## src/rtl/cpu_pkg.sv

```systemverilog
// Shared encodings for the multicycle RV32I controller and its datapath.
// States, opcodes, ALUop / ALU_control codes, mux select codes, imm decode.
package cpu_pkg;

    localparam int STATE_W    = 4;
    localparam int ALU_CTRL_W = 3;

    typedef enum logic [STATE_W-1:0] {
        S_FETCH    = 4'd0,
        S_DECODE   = 4'd1,
        S_MEMADR   = 4'd2,
        S_MEMREAD  = 4'd3,
        S_MEMWB    = 4'd4,
        S_MEMWRITE = 4'd5,
        S_EXECR    = 4'd6,
        S_EXECI    = 4'd7,
        S_ALUWB    = 4'd8,
        S_BEQ      = 4'd9,
        S_JAL      = 4'd10,
        S_ERROR    = 4'd11
    } state_e;

    localparam logic [6:0] OP_LOAD   = 7'b0000011;
    localparam logic [6:0] OP_STORE  = 7'b0100011;
    localparam logic [6:0] OP_RTYPE  = 7'b0110011;
    localparam logic [6:0] OP_ITYPE  = 7'b0010011;
    localparam logic [6:0] OP_BRANCH = 7'b1100011;
    localparam logic [6:0] OP_JAL    = 7'b1101111;

    typedef enum logic [1:0] {
        ALUOP_ADD   = 2'b00,
        ALUOP_SUB   = 2'b01,
        ALUOP_FUNCT = 2'b10
    } aluop_e;

    localparam logic [ALU_CTRL_W-1:0] ALU_ADD = 3'b000;
    localparam logic [ALU_CTRL_W-1:0] ALU_SUB = 3'b001;
    localparam logic [ALU_CTRL_W-1:0] ALU_AND = 3'b010;
    localparam logic [ALU_CTRL_W-1:0] ALU_OR  = 3'b011;
    localparam logic [ALU_CTRL_W-1:0] ALU_SLT = 3'b101;

    localparam logic [1:0] RES_ALUOUT = 2'b00;
    localparam logic [1:0] RES_RDATA  = 2'b01;
    localparam logic [1:0] RES_ALU    = 2'b10;

    localparam logic [1:0] SRCA_PC    = 2'b00;
    localparam logic [1:0] SRCA_OLDPC = 2'b01;
    localparam logic [1:0] SRCA_RS1   = 2'b10;

    localparam logic [1:0] SRCB_RS2   = 2'b00;
    localparam logic [1:0] SRCB_IMM   = 2'b01;
    localparam logic [1:0] SRCB_FOUR  = 2'b10;

    localparam logic [1:0] IMM_I = 2'b00;
    localparam logic [1:0] IMM_S = 2'b01;
    localparam logic [1:0] IMM_B = 2'b10;
    localparam logic [1:0] IMM_J = 2'b11;

    // Immediate format follows the opcode alone, independent of state.
    function automatic logic [1:0] imm_sel(input logic [6:0] op);
        logic [1:0] s;
        s = IMM_I;
        case (op)
            OP_STORE:  s = IMM_S;
            OP_BRANCH: s = IMM_B;
            OP_JAL:    s = IMM_J;
            default:   s = IMM_I;
        endcase
        return s;
    endfunction

endpackage

```

## src/rtl/multicycle_controller_if.sv

```systemverilog
// Controller <-> datapath bundle: decoded instruction fields and flags in,
// every select and write enable out. master = controller, slave = datapath.
interface multicycle_controller_if;
    import cpu_pkg::*;

    logic [6:0]            opcode;
    logic [2:0]            funct3;
    logic                  funct7b5;
    logic                  zero;
    logic                  mem_ready;
    logic                  PC_write;
    logic                  adr_select;
    logic                  mem_write;
    logic                  IR_write;
    logic [1:0]            result_select;
    logic [1:0]            ALU_srcA;
    logic [1:0]            ALU_srcB;
    logic [1:0]            imm_select;
    logic [ALU_CTRL_W-1:0] ALU_control;
    logic                  reg_write;
    logic                  illegal;

    modport master (
        input  opcode, funct3, funct7b5, zero, mem_ready,
        output PC_write, adr_select, mem_write, IR_write,
        output result_select, ALU_srcA, ALU_srcB, imm_select,
        output ALU_control, reg_write, illegal
    );

    modport slave (
        output opcode, funct3, funct7b5, zero, mem_ready,
        input  PC_write, adr_select, mem_write, IR_write,
        input  result_select, ALU_srcA, ALU_srcB, imm_select,
        input  ALU_control, reg_write, illegal
    );

endinterface

```

## src/rtl/alu_decoder.sv

```systemverilog
// Combinational ALU control decode.
// Ports: aluop_i, funct3_i, funct7b5_i, op5_i (opcode[5]) -> alu_control_o.
module alu_decoder
    import cpu_pkg::*;
(
    input  aluop_e                aluop_i,
    input  logic [2:0]            funct3_i,
    input  logic                  funct7b5_i,
    input  logic                  op5_i,
    output logic [ALU_CTRL_W-1:0] alu_control_o
);

    always_comb begin
        alu_control_o = ALU_ADD;
        case (aluop_i)
            ALUOP_ADD: alu_control_o = ALU_ADD;
            ALUOP_SUB: alu_control_o = ALU_SUB;
            ALUOP_FUNCT: begin
                case (funct3_i)
                    // funct7b5 only means sub for R-type; addi uses it as imm bit
                    3'b000:  alu_control_o = (funct7b5_i & op5_i) ? ALU_SUB : ALU_ADD;
                    3'b010:  alu_control_o = ALU_SLT;
                    3'b110:  alu_control_o = ALU_OR;
                    3'b111:  alu_control_o = ALU_AND;
                    default: alu_control_o = ALU_ADD;
                endcase
            end
            default: alu_control_o = ALU_ADD;
        endcase
    end

endmodule

```

## src/rtl/multicycle_controller.sv

```systemverilog
// Multicycle RV32I sequencing FSM (lw, sw, R, I, beq, jal) with mem_ready stalls.
// Ports: clock, reset (async active-low), bus (master: fields in, controls out).
// Option: MULTICYCLE_TRAP_EN adds a sticky ERROR state for illegal opcodes.
module multicycle_controller
    import cpu_pkg::*;
(
    input  logic                    clock,
    input  logic                    reset,
    multicycle_controller_if.master bus
);

    state_e                state_q;
    state_e                state_d;
    aluop_e                aluop;
    logic [ALU_CTRL_W-1:0] alu_ctrl;
    logic                  pc_write;
    logic                  adr_sel;
    logic                  mem_wr;
    logic                  ir_write;
    logic                  reg_wr;
    logic                  illegal;
    logic [1:0]            res_sel;
    logic [1:0]            src_a;
    logic [1:0]            src_b;

    always_ff @(posedge clock or negedge reset) begin
        if (!reset) state_q <= S_FETCH;
        else        state_q <= state_d;
    end

    always_comb begin
        state_d  = state_q;
        pc_write = 1'b0;
        adr_sel  = 1'b0;
        mem_wr   = 1'b0;
        ir_write = 1'b0;
        reg_wr   = 1'b0;
        illegal  = 1'b0;
        res_sel  = RES_ALUOUT;
        src_a    = SRCA_PC;
        src_b    = SRCB_RS2;
        aluop    = ALUOP_ADD;
        unique case (state_q)
            S_FETCH: begin
                src_b    = SRCB_FOUR;
                res_sel  = RES_ALU;
                ir_write = bus.mem_ready;
                pc_write = bus.mem_ready;
                if (bus.mem_ready) state_d = S_DECODE;
            end
            S_DECODE: begin
                // ALUOut captures the branch/jump target here
                src_a = SRCA_OLDPC;
                src_b = SRCB_IMM;
                case (bus.opcode)
                    OP_LOAD, OP_STORE: state_d = S_MEMADR;
                    OP_RTYPE:          state_d = S_EXECR;
                    OP_ITYPE:          state_d = S_EXECI;
                    OP_BRANCH:         state_d = S_BEQ;
                    OP_JAL:            state_d = S_JAL;
`ifdef MULTICYCLE_TRAP_EN
                    default:           state_d = S_ERROR;
`else
                    default:           state_d = S_FETCH;
`endif
                endcase
            end
            S_MEMADR: begin
                src_a   = SRCA_RS1;
                src_b   = SRCB_IMM;
                state_d = bus.opcode[5] ? S_MEMWRITE : S_MEMREAD;
            end
            S_MEMREAD: begin
                adr_sel = 1'b1;
                if (bus.mem_ready) state_d = S_MEMWB;
            end
            S_MEMWB: begin
                res_sel = RES_RDATA;
                reg_wr  = 1'b1;
                state_d = S_FETCH;
            end
            S_MEMWRITE: begin
                adr_sel = 1'b1;
                mem_wr  = 1'b1;
                if (bus.mem_ready) state_d = S_FETCH;
            end
            S_EXECR: begin
                src_a   = SRCA_RS1;
                aluop   = ALUOP_FUNCT;
                state_d = S_ALUWB;
            end
            S_EXECI: begin
                src_a   = SRCA_RS1;
                src_b   = SRCB_IMM;
                aluop   = ALUOP_FUNCT;
                state_d = S_ALUWB;
            end
            S_ALUWB: begin
                reg_wr  = 1'b1;
                state_d = S_FETCH;
            end
            S_BEQ: begin
                src_a    = SRCA_RS1;
                aluop    = ALUOP_SUB;
                pc_write = bus.zero;
                state_d  = S_FETCH;
            end
            S_JAL: begin
                // PC takes the target from ALUOut while the ALU forms old PC + 4
                src_a    = SRCA_OLDPC;
                src_b    = SRCB_FOUR;
                pc_write = 1'b1;
                state_d  = S_ALUWB;
            end
`ifdef MULTICYCLE_TRAP_EN
            S_ERROR: begin
                illegal = 1'b1;
                state_d = S_ERROR;
            end
`endif
            default: state_d = S_FETCH;
        endcase
    end

    alu_decoder u_alu_dec (
        .aluop_i       (aluop),
        .funct3_i      (bus.funct3),
        .funct7b5_i    (bus.funct7b5),
        .op5_i         (bus.opcode[5]),
        .alu_control_o (alu_ctrl)
    );

    // While reset is low every output is forced idle, even the
    // combinational mem_ready/zero/opcode paths.
    assign bus.PC_write      = reset & pc_write;
    assign bus.adr_select    = reset & adr_sel;
    assign bus.mem_write     = reset & mem_wr;
    assign bus.IR_write      = reset & ir_write;
    assign bus.reg_write     = reset & reg_wr;
    assign bus.illegal       = reset & illegal;
    assign bus.result_select = reset ? res_sel : 2'b00;
    assign bus.ALU_srcA      = reset ? src_a : 2'b00;
    assign bus.ALU_srcB      = reset ? src_b : 2'b00;
    assign bus.imm_select    = reset ? imm_sel(bus.opcode) : 2'b00;
    assign bus.ALU_control   = reset ? alu_ctrl : '0;

endmodule
```

## src/flat_wrapper.sv

```systemverilog
// flat-port wrapper written by rule: the top's interface ports become plain ports
module multicycle_controller_flat import cpu_pkg::*;
  (clock, reset, bus_opcode, bus_funct3, bus_funct7b5, bus_zero, bus_mem_ready, bus_PC_write, bus_adr_select, bus_mem_write, bus_IR_write, bus_result_select, bus_ALU_srcA, bus_ALU_srcB, bus_imm_select, bus_ALU_control, bus_reg_write, bus_illegal);
  multicycle_controller_if bus_i ();
  input  logic clock;
  input  logic reset;
  input wire logic [$bits(bus_i.opcode)-1:0] bus_opcode;
  input wire logic [$bits(bus_i.funct3)-1:0] bus_funct3;
  input wire logic [$bits(bus_i.funct7b5)-1:0] bus_funct7b5;
  input wire logic [$bits(bus_i.zero)-1:0] bus_zero;
  input wire logic [$bits(bus_i.mem_ready)-1:0] bus_mem_ready;
  output wire logic [$bits(bus_i.PC_write)-1:0] bus_PC_write;
  output wire logic [$bits(bus_i.adr_select)-1:0] bus_adr_select;
  output wire logic [$bits(bus_i.mem_write)-1:0] bus_mem_write;
  output wire logic [$bits(bus_i.IR_write)-1:0] bus_IR_write;
  output wire logic [$bits(bus_i.result_select)-1:0] bus_result_select;
  output wire logic [$bits(bus_i.ALU_srcA)-1:0] bus_ALU_srcA;
  output wire logic [$bits(bus_i.ALU_srcB)-1:0] bus_ALU_srcB;
  output wire logic [$bits(bus_i.imm_select)-1:0] bus_imm_select;
  output wire logic [$bits(bus_i.ALU_control)-1:0] bus_ALU_control;
  output wire logic [$bits(bus_i.reg_write)-1:0] bus_reg_write;
  output wire logic [$bits(bus_i.illegal)-1:0] bus_illegal;
  assign bus_i.opcode = bus_opcode;
  assign bus_i.funct3 = bus_funct3;
  assign bus_i.funct7b5 = bus_funct7b5;
  assign bus_i.zero = bus_zero;
  assign bus_i.mem_ready = bus_mem_ready;
  assign bus_PC_write = bus_i.PC_write;
  assign bus_adr_select = bus_i.adr_select;
  assign bus_mem_write = bus_i.mem_write;
  assign bus_IR_write = bus_i.IR_write;
  assign bus_result_select = bus_i.result_select;
  assign bus_ALU_srcA = bus_i.ALU_srcA;
  assign bus_ALU_srcB = bus_i.ALU_srcB;
  assign bus_imm_select = bus_i.imm_select;
  assign bus_ALU_control = bus_i.ALU_control;
  assign bus_reg_write = bus_i.reg_write;
  assign bus_illegal = bus_i.illegal;
  multicycle_controller u_core (.clock(clock), .reset(reset), .bus(bus_i));
endmodule
```

## config.mk

```make
export PLATFORM = sky130hd
export DESIGN_NAME = multicycle_controller_flat
export DESIGN_NICKNAME = d
export VERILOG_FILES = /design/src/rtl/cpu_pkg.sv /design/src/rtl/multicycle_controller_if.sv /design/src/rtl/alu_decoder.sv /design/src/rtl/multicycle_controller.sv /design/src/flat_wrapper.sv
export SDC_FILE = /design/constraint.sdc
export NUM_CORES = 1
export LEC_CHECK = 0
export ABC_CLOCK_PERIOD_IN_PS = 1900
export CAP_MARGIN = 5
export CORE_ASPECT_RATIO = 1.75
export CORE_UTILIZATION = 30
export CTS_CLUSTER_SIZE = 25
export DETAILED_ROUTE_END_ITERATION = 12
export GPL_ROUTABILITY_DRIVEN = 0
export PLACE_DENSITY = 0.65
export SLEW_MARGIN = 20
export SYNTH_ARGS = -nofsm -noshare
export SYNTH_HDL_FRONTEND = slang
export SYNTH_HIERARCHICAL = 1
export SYNTH_SLANG_ARGS = --single-unit
```

## constraint.sdc

```tcl
create_clock -name clock -period 1.9 [get_ports clock]
set_clock_uncertainty 0.05 [all_clocks]
set_input_delay 0.38 -clock clock [delete_from_list [all_inputs] [get_ports clock]]
set_output_delay 0.38 -clock clock [all_outputs]
set_load 0.005 [all_outputs]
```

[After elaboration in Yosys (flattened, before gate mapping)]
Cells that the tools add are included.
Storage, ports and cells
  bits in registers: 4
  output and inout port bits: 17
  word-level logic and storage cells: 67
Operators by class
  equal/unequal tests: 24
  multiplexer cells: 24
  bitwise operators: 6
  reductions and logical operators: 12
Operators by type and width (count)
  case mux 4 bit (6 select lines): 1
  case mux 4 bit (5 select lines): 1
  equality test 4 x 3 -> 1 bit, second input constant: 4
  case mux 2 bit (2 select lines): 4
  equality test 7 x 6 -> 1 bit, second input constant: 2
  equality test 7 bit, second input constant: 2
  equality test 4 bit, second input constant: 3
  two-way mux 4 bit: 3
  case mux 3 bit (4 select lines): 1
  OR reduction 2 bit: 6
  equality test 4 x 2 -> 1 bit, second input constant: 2
  two-way mux 2 bit: 4
  equality test 7 x 2 -> 1 bit, second input constant: 1
  equality test 7 x 5 -> 1 bit, second input constant: 1
  AND 1 bit: 6
  equality test 3 bit, second input constant: 2
  two-way mux 3 bit: 2
  != test 2 bit, second input constant: 3
  case mux 2 bit (3 select lines): 1
  case mux 3 bit (2 select lines): 1
  OR reduction 3 bit: 2
  two-way mux 1 bit: 5
  equality test 4 x 1 -> 1 bit, second input constant: 1
  zero test 4 bit: 1
  7 further kinds: 7

[Depth between registers and ports, before layout]
  word-level depth: 6
  depth in mapped cells: 8
  mapped depth without buffers: 7

[Modules after synthesis]
The synthesis kept the hierarchy.
By module, submodules not included
  multicycle_controller: instances 1, cells an instance 79, area each 591.8 µm², seq. area each 100.1 µm²
  alu_decoder: instances 1, cells an instance 11, area each 96.3 µm², seq. area each 0.0 µm²

[Least setup slack after synthesis]
Ideal clock, no wire load.
  path type: reg2out
  from: register u_core.state_q[0]
  to: output port bus_ALU_control[2]
  arrival: 1.547 ns
  required time: 1.470 ns
  slack: -0.077 ns
  stages on the path, launching flop included: 7
  path buffers: 0
  cell sequence: dfrtp_1 > nor3b_2 > and2_1 > inv_1 > ha_1 > nor4b_1 > and2_1
On the way
  word-level cells in the longest chain between the ends: 6
  elaborated cells on any way between the ends: 9
  classes of those cells: 5 x eq/ne; 3 x mux; 1 x reduce/logical
RTL lines
  from (decl): RTL line multicycle_controller.sv:12  | state_e state_q;
  from (signal assigned): RTL line multicycle_controller.sv:28  | else state_q <= state_d;
  equality test 4 x 3 -> 1 bit: RTL line multicycle_controller.sv:43  | unique case (state_q)
  OR reduction 2 bit (no line)
  case mux 2 bit (2 select lines) (*): RTL line multicycle_controller.sv:43
  via u_core.aluop[0]: RTL line multicycle_controller.sv:14  | aluop_e aluop;
  equality test 2 bit / equality test 2 x 1 -> 1 bit (equally long branches): RTL line alu_decoder.sv:15  | case (aluop_i)
  case mux 3 bit (2 select lines) (*): RTL line alu_decoder.sv:15
  via u_core.alu_ctrl[2]: RTL line multicycle_controller.sv:15  | logic [ALU_CTRL_W-1:0] alu_ctrl;
  two-way mux 3 bit (*): RTL line multicycle_controller.sv:145  | assign bus.ALU_control = reset ? alu_ctrl : '0;
  to (decl): RTL line flat_wrapper.sv:20  | output wire logic [$bits(bus_i.ALU_control)-1:0] bus_ALU_control;
The timed path passes the listed nets; every way through them passes the cells marked *.

[Worst setup path after layout]
  from: register u_core.state_q[2]
  to: output port bus_ALU_control[0]
Same word-level chain as after synthesis.

==> impl_summary.md <==
Power
The maximum vdd drop is 0.253 mV. For this design the static power due to leakage is 0.619 nW. The power density normalized to cell area is 306 mW/mm^2.

Final layout
The largest registers in the layout are u_core/state_q (4). The final antenna diode count is 0. The final standard cell area without fillers is 0.00133 mm^2. The fill cell total of the finished layout is 208. The finished layout holds approximately 180 standard cells, fillers aside. Cells with a size suffix above 1 make up around half of the layout. The growth of design area from synthesis to finish is 92.5%. The net total in the final layout is 171. The flip-flop count of the largest register after layout is 4. Ranked by flip-flop count, first place goes to u_core/state_q.

Critical path
Data on the critical path arrives at its endpoint at 1820 ps. The largest fanout on the critical path is 3. In this run the worst setup path begins at u_core/state_q[2]. The data required time at the worst endpoint is 1470 ps. By startpoint and endpoint, the worst setup path is classified as flop to output pin. The start of the worst register-to-register path is u_core/state_q[2]. The sort of element at the end of the critical path is an output pin. The launching element type of the critical path is a flop.

Place
Once placement finished, the instance area stood at about 0.0012 mm^2. The number of cells after detailed placement is 162. The HPWL after detailed placement is roughly 1700 um. Buffers placed on the I/O ports in this run total 30. Timing analysis after detailed placement gives a worst setup slack of -536 ps.

Floorplan
The initial cell density of the core is between 30% and 40%. The die area is 0.00250 mm^2. The die span in x is 38.2 um. The height of the die is 65.4 um. During I/O placement, the number of pins put on the boundary was 32. The initialized floorplan defines 22 standard-cell rows. The area of the placeable core is 0.00212 mm^2.

STA
The number of hold violations in the final report is 0. After layout, the worst path uses 118% of the clock period. The count of pins over their slew limit is 0. The count of endpoints failing setup in the final report is 4. After layout, the minimum clock period comes to ~2200 ps. The top achievable clock speed is 0.445 GHz. The worst hold slack after final layout is 237 ps.

The minimum setup slack in the final design is -345 ps. Setup repair after global routing could not meet its margin everywhere. The transition time of the tightest slew-check pin is 525 ps.

The relative slew slack is 64.1%.

Synth
Counting distinct cell types in the post-synthesis netlist gives 47. The Yosys step of the flow raised 6 warnings. Sorting the synthesized cells by area gives the leading types as sky130_fd_sc_hd__dfrtp_1 15%, sky130_fd_sc_hd__nor2b_1 5.5%, sky130_fd_sc_hd__and2_1 4.5%. The share of synthesized flip-flops with an asynchronous set or reset is 100%.

Of the synthesized area, sequential elements account for 14.5%. The count of flip-flops with a built-in enable after synthesis is 0. The synthesized design spends more area on one cell type than any other, namely sky130_fd_sc_hd__dfrtp_1. The post-synthesis net count is approximately 110. The mean instance size in the synthesized netlist is 7.65 um^2. The top cell type by area accounts for around 15% of the synthesized area. The predominant post-synthesis flop cell is sky130_fd_sc_hd__dfrtp_1. The number of instances in the synthesized netlist is 90. The number of synthesized register bits is 4. The post-synthesis cell area is 688 um^2.

Clocking
The count of hold buffers inserted by post-cts repair is 0. The buffer levels on the longest clock path is 2. The total number of H-tree levels is 1. The number of sinks on the clock net is 4.

The number of clock buffers added by TritonCTS is 3. Clock tree synthesis selected as its root buffer the cell sky130_fd_sc_hd__clkbuf_4. The clock-pin slew on the worst setup and hold paths is 40 ps. TritonCTS built the clock tree. The later-pin clock latency in the skew report is 240 ps.

Detailed routing
The first detailed-routing pass ran for 4 iterations. The DRC marker count from the first detailed-route iteration is 15. The total number of vias is 895. The count of nets left with antenna violations once routing finished came out at 0. The detailed-route vias per instance is 5.09. In the final routed layout, each cell accounts on average for 12.9 um. After detailed routing, the number of remaining DRC violations is 0. The total length of routed wires is 2270 um.

Global routing
The number of global-route vias before repair is 855. The first global-routing pass estimated 3620 um of wire. The pin count of the biggest net entering global routing is 16. The global routing usage summed across all routing layers is about 20%. Summed over all layers, the global routing overflow is 0. The number of antenna violations at the first check in global routing is 0.

Run
The total of max-cap violations is 0.

Run status
The flow ran to the end, but the final reports show violations. The final reports fail on setup timing.

Min path
In this run the worst hold path is classified as input port to asynchronous set/reset pin.
-- cells in the mapped netlist (2+ instances only) --
cell type                  count
sky130_fd_sc_hd__inv_1         5
sky130_fd_sc_hd__o21ai_1       3
sky130_fd_sc_hd__dfrtp_1       4
sky130_fd_sc_hd__buf_4         4
sky130_fd_sc_hd__nand2b_1      2
sky130_fd_sc_hd__nor3b_1       2
sky130_fd_sc_hd__ha_1          2
sky130_fd_sc_hd__xnor2_1       2
sky130_fd_sc_hd__and2b_1       4
sky130_fd_sc_hd__nor4_1        2
sky130_fd_sc_hd__nand2_1       4
sky130_fd_sc_hd__a31oi_1       2
sky130_fd_sc_hd__nor2b_1       6
sky130_fd_sc_hd__nand3_1       3
sky130_fd_sc_hd__and2_1        5
sky130_fd_sc_hd__nand3b_1      2
sky130_fd_sc_hd__nor2_1        8
-- layer usage --
metal | vias up | share of wire [%] | global-route usage [%]
li1 | 443 | - | -
met1 | 427 | 35 | 19.9
met2 | 23 | 60 | 38.1
met3 | 2 | 3.5 | 3.04
met4 | 0 | 0.88 | 9.38
met5 | - | 0 | 0
-- layout make-up --
class	instances	area, um^2	share of cell area [%]
Clock buffer	3	22.5	1.70
Tap cell	24	30.0	2.27
Inverter	6	22.5	1.70
Multi-Input combinational cell	75	658	49.7
Timing Repair Buffer	64	490	37.0
Sequential cell	4	101	7.65
-- where the power goes --
part | internal (mW) | leakage [nW] | switching, mW
Combinational | 0.115 | 0.553 | 0.0881
Clock | 0.0708 | 0.0138 | 0.0374
Sequential | 0.0900 | 0.0526 | 0.00446
Total | 0.276 | 0.619 | 0.130
-- cells by family after synthesis --
| group | after synthesis | share of synthesized area, % |
|---|---|---|
| buffers and inverters | 11 | 8.36 |
| flip-flops | 4 | 14.5 |
| adder cells (fa/ha/maj) | 2 | 3.64 |
| AO/OA/AOI/OAI | 15 | 16.5 |
| multiplexers | 1 | 1.45 |
| other | 1 | 0.545 |
| XOR/XNOR | 3 | 3.82 |
| AND/OR/NAND/NOR | 53 | 51.1 |
-- cells in the final DEF (no fill, tap or decap), types with 2 or more instances in the layout --
cell type	netlist	final
sky130_fd_sc_hd__buf_4	4	30
sky130_fd_sc_hd__buf_2	1	11
sky130_fd_sc_hd__dlygate4sd2_1	0	8
sky130_fd_sc_hd__clkdlybuf4s50_1	0	6
sky130_fd_sc_hd__nor2_1	8	6
sky130_fd_sc_hd__clkbuf_2	0	4
sky130_fd_sc_hd__and2_1	5	4
sky130_fd_sc_hd__inv_1	5	4
sky130_fd_sc_hd__and2b_1	4	4
sky130_fd_sc_hd__nand2_1	4	4
sky130_fd_sc_hd__clkbuf_4	0	3
sky130_fd_sc_hd__nand3_1	3	3
sky130_fd_sc_hd__nor2b_2	0	3
sky130_fd_sc_hd__nor2b_1	6	3
sky130_fd_sc_hd__o21ai_1	3	3
sky130_fd_sc_hd__buf_6	0	3
sky130_fd_sc_hd__dfrtp_1	4	3
sky130_fd_sc_hd__inv_2	1	2
sky130_fd_sc_hd__nand2b_4	1	2
sky130_fd_sc_hd__nor3b_1	2	2
sky130_fd_sc_hd__nand3b_1	2	2
sky130_fd_sc_hd__a31oi_1	2	2
sky130_fd_sc_hd__ha_4	0	2
-- critical path: stages (launching register included) --
cell	delay [ps]
sky130_fd_sc_hd__dfrtp_1	410
sky130_fd_sc_hd__nor3b_4	210
sky130_fd_sc_hd__and2_4	180
sky130_fd_sc_hd__inv_2	40
sky130_fd_sc_hd__ha_4	210
sky130_fd_sc_hd__buf_4	130
sky130_fd_sc_hd__a221oi_2	150
sky130_fd_sc_hd__and2_1	140
sky130_fd_sc_hd__buf_2	110
-- path summary, 6_finish.rpt --
kind | to | slack, ps | cells past startpoint
min | u_core/state_q[2] | 240 | 2
max reg2reg | u_core/state_q[2] | 390 | 6
min reg2reg | u_core/state_q[2] | 710 | 3
min in group clock | u_core/state_q[3] | 670 | 4
max in group asynchronous | u_core/state_q[1] | 1340 | 3
max | bus_ALU_control[0] | -350 | 8
-- through the flow --
stage	power, mW	setup TNS (ps)	util, %
after floorplan	0.176	-3.35	-
after global placement	0.279	-6240	55.5
after detailed placement	0.283	-6340	55.5
after CTS	0.407	-1470	60.7
after global routing	0.434	-1450	62.5
final	0.406	-1070	62.5
-- what timing repair did --
item	CTS	global route
endpoints found under the setup margin	16	16
pin swaps	17	8
buffers inserted	9	3
resized for setup	70	18
hold endpoints to repair	0	0
No activity file was read; power rests on OpenSTA's default activity.
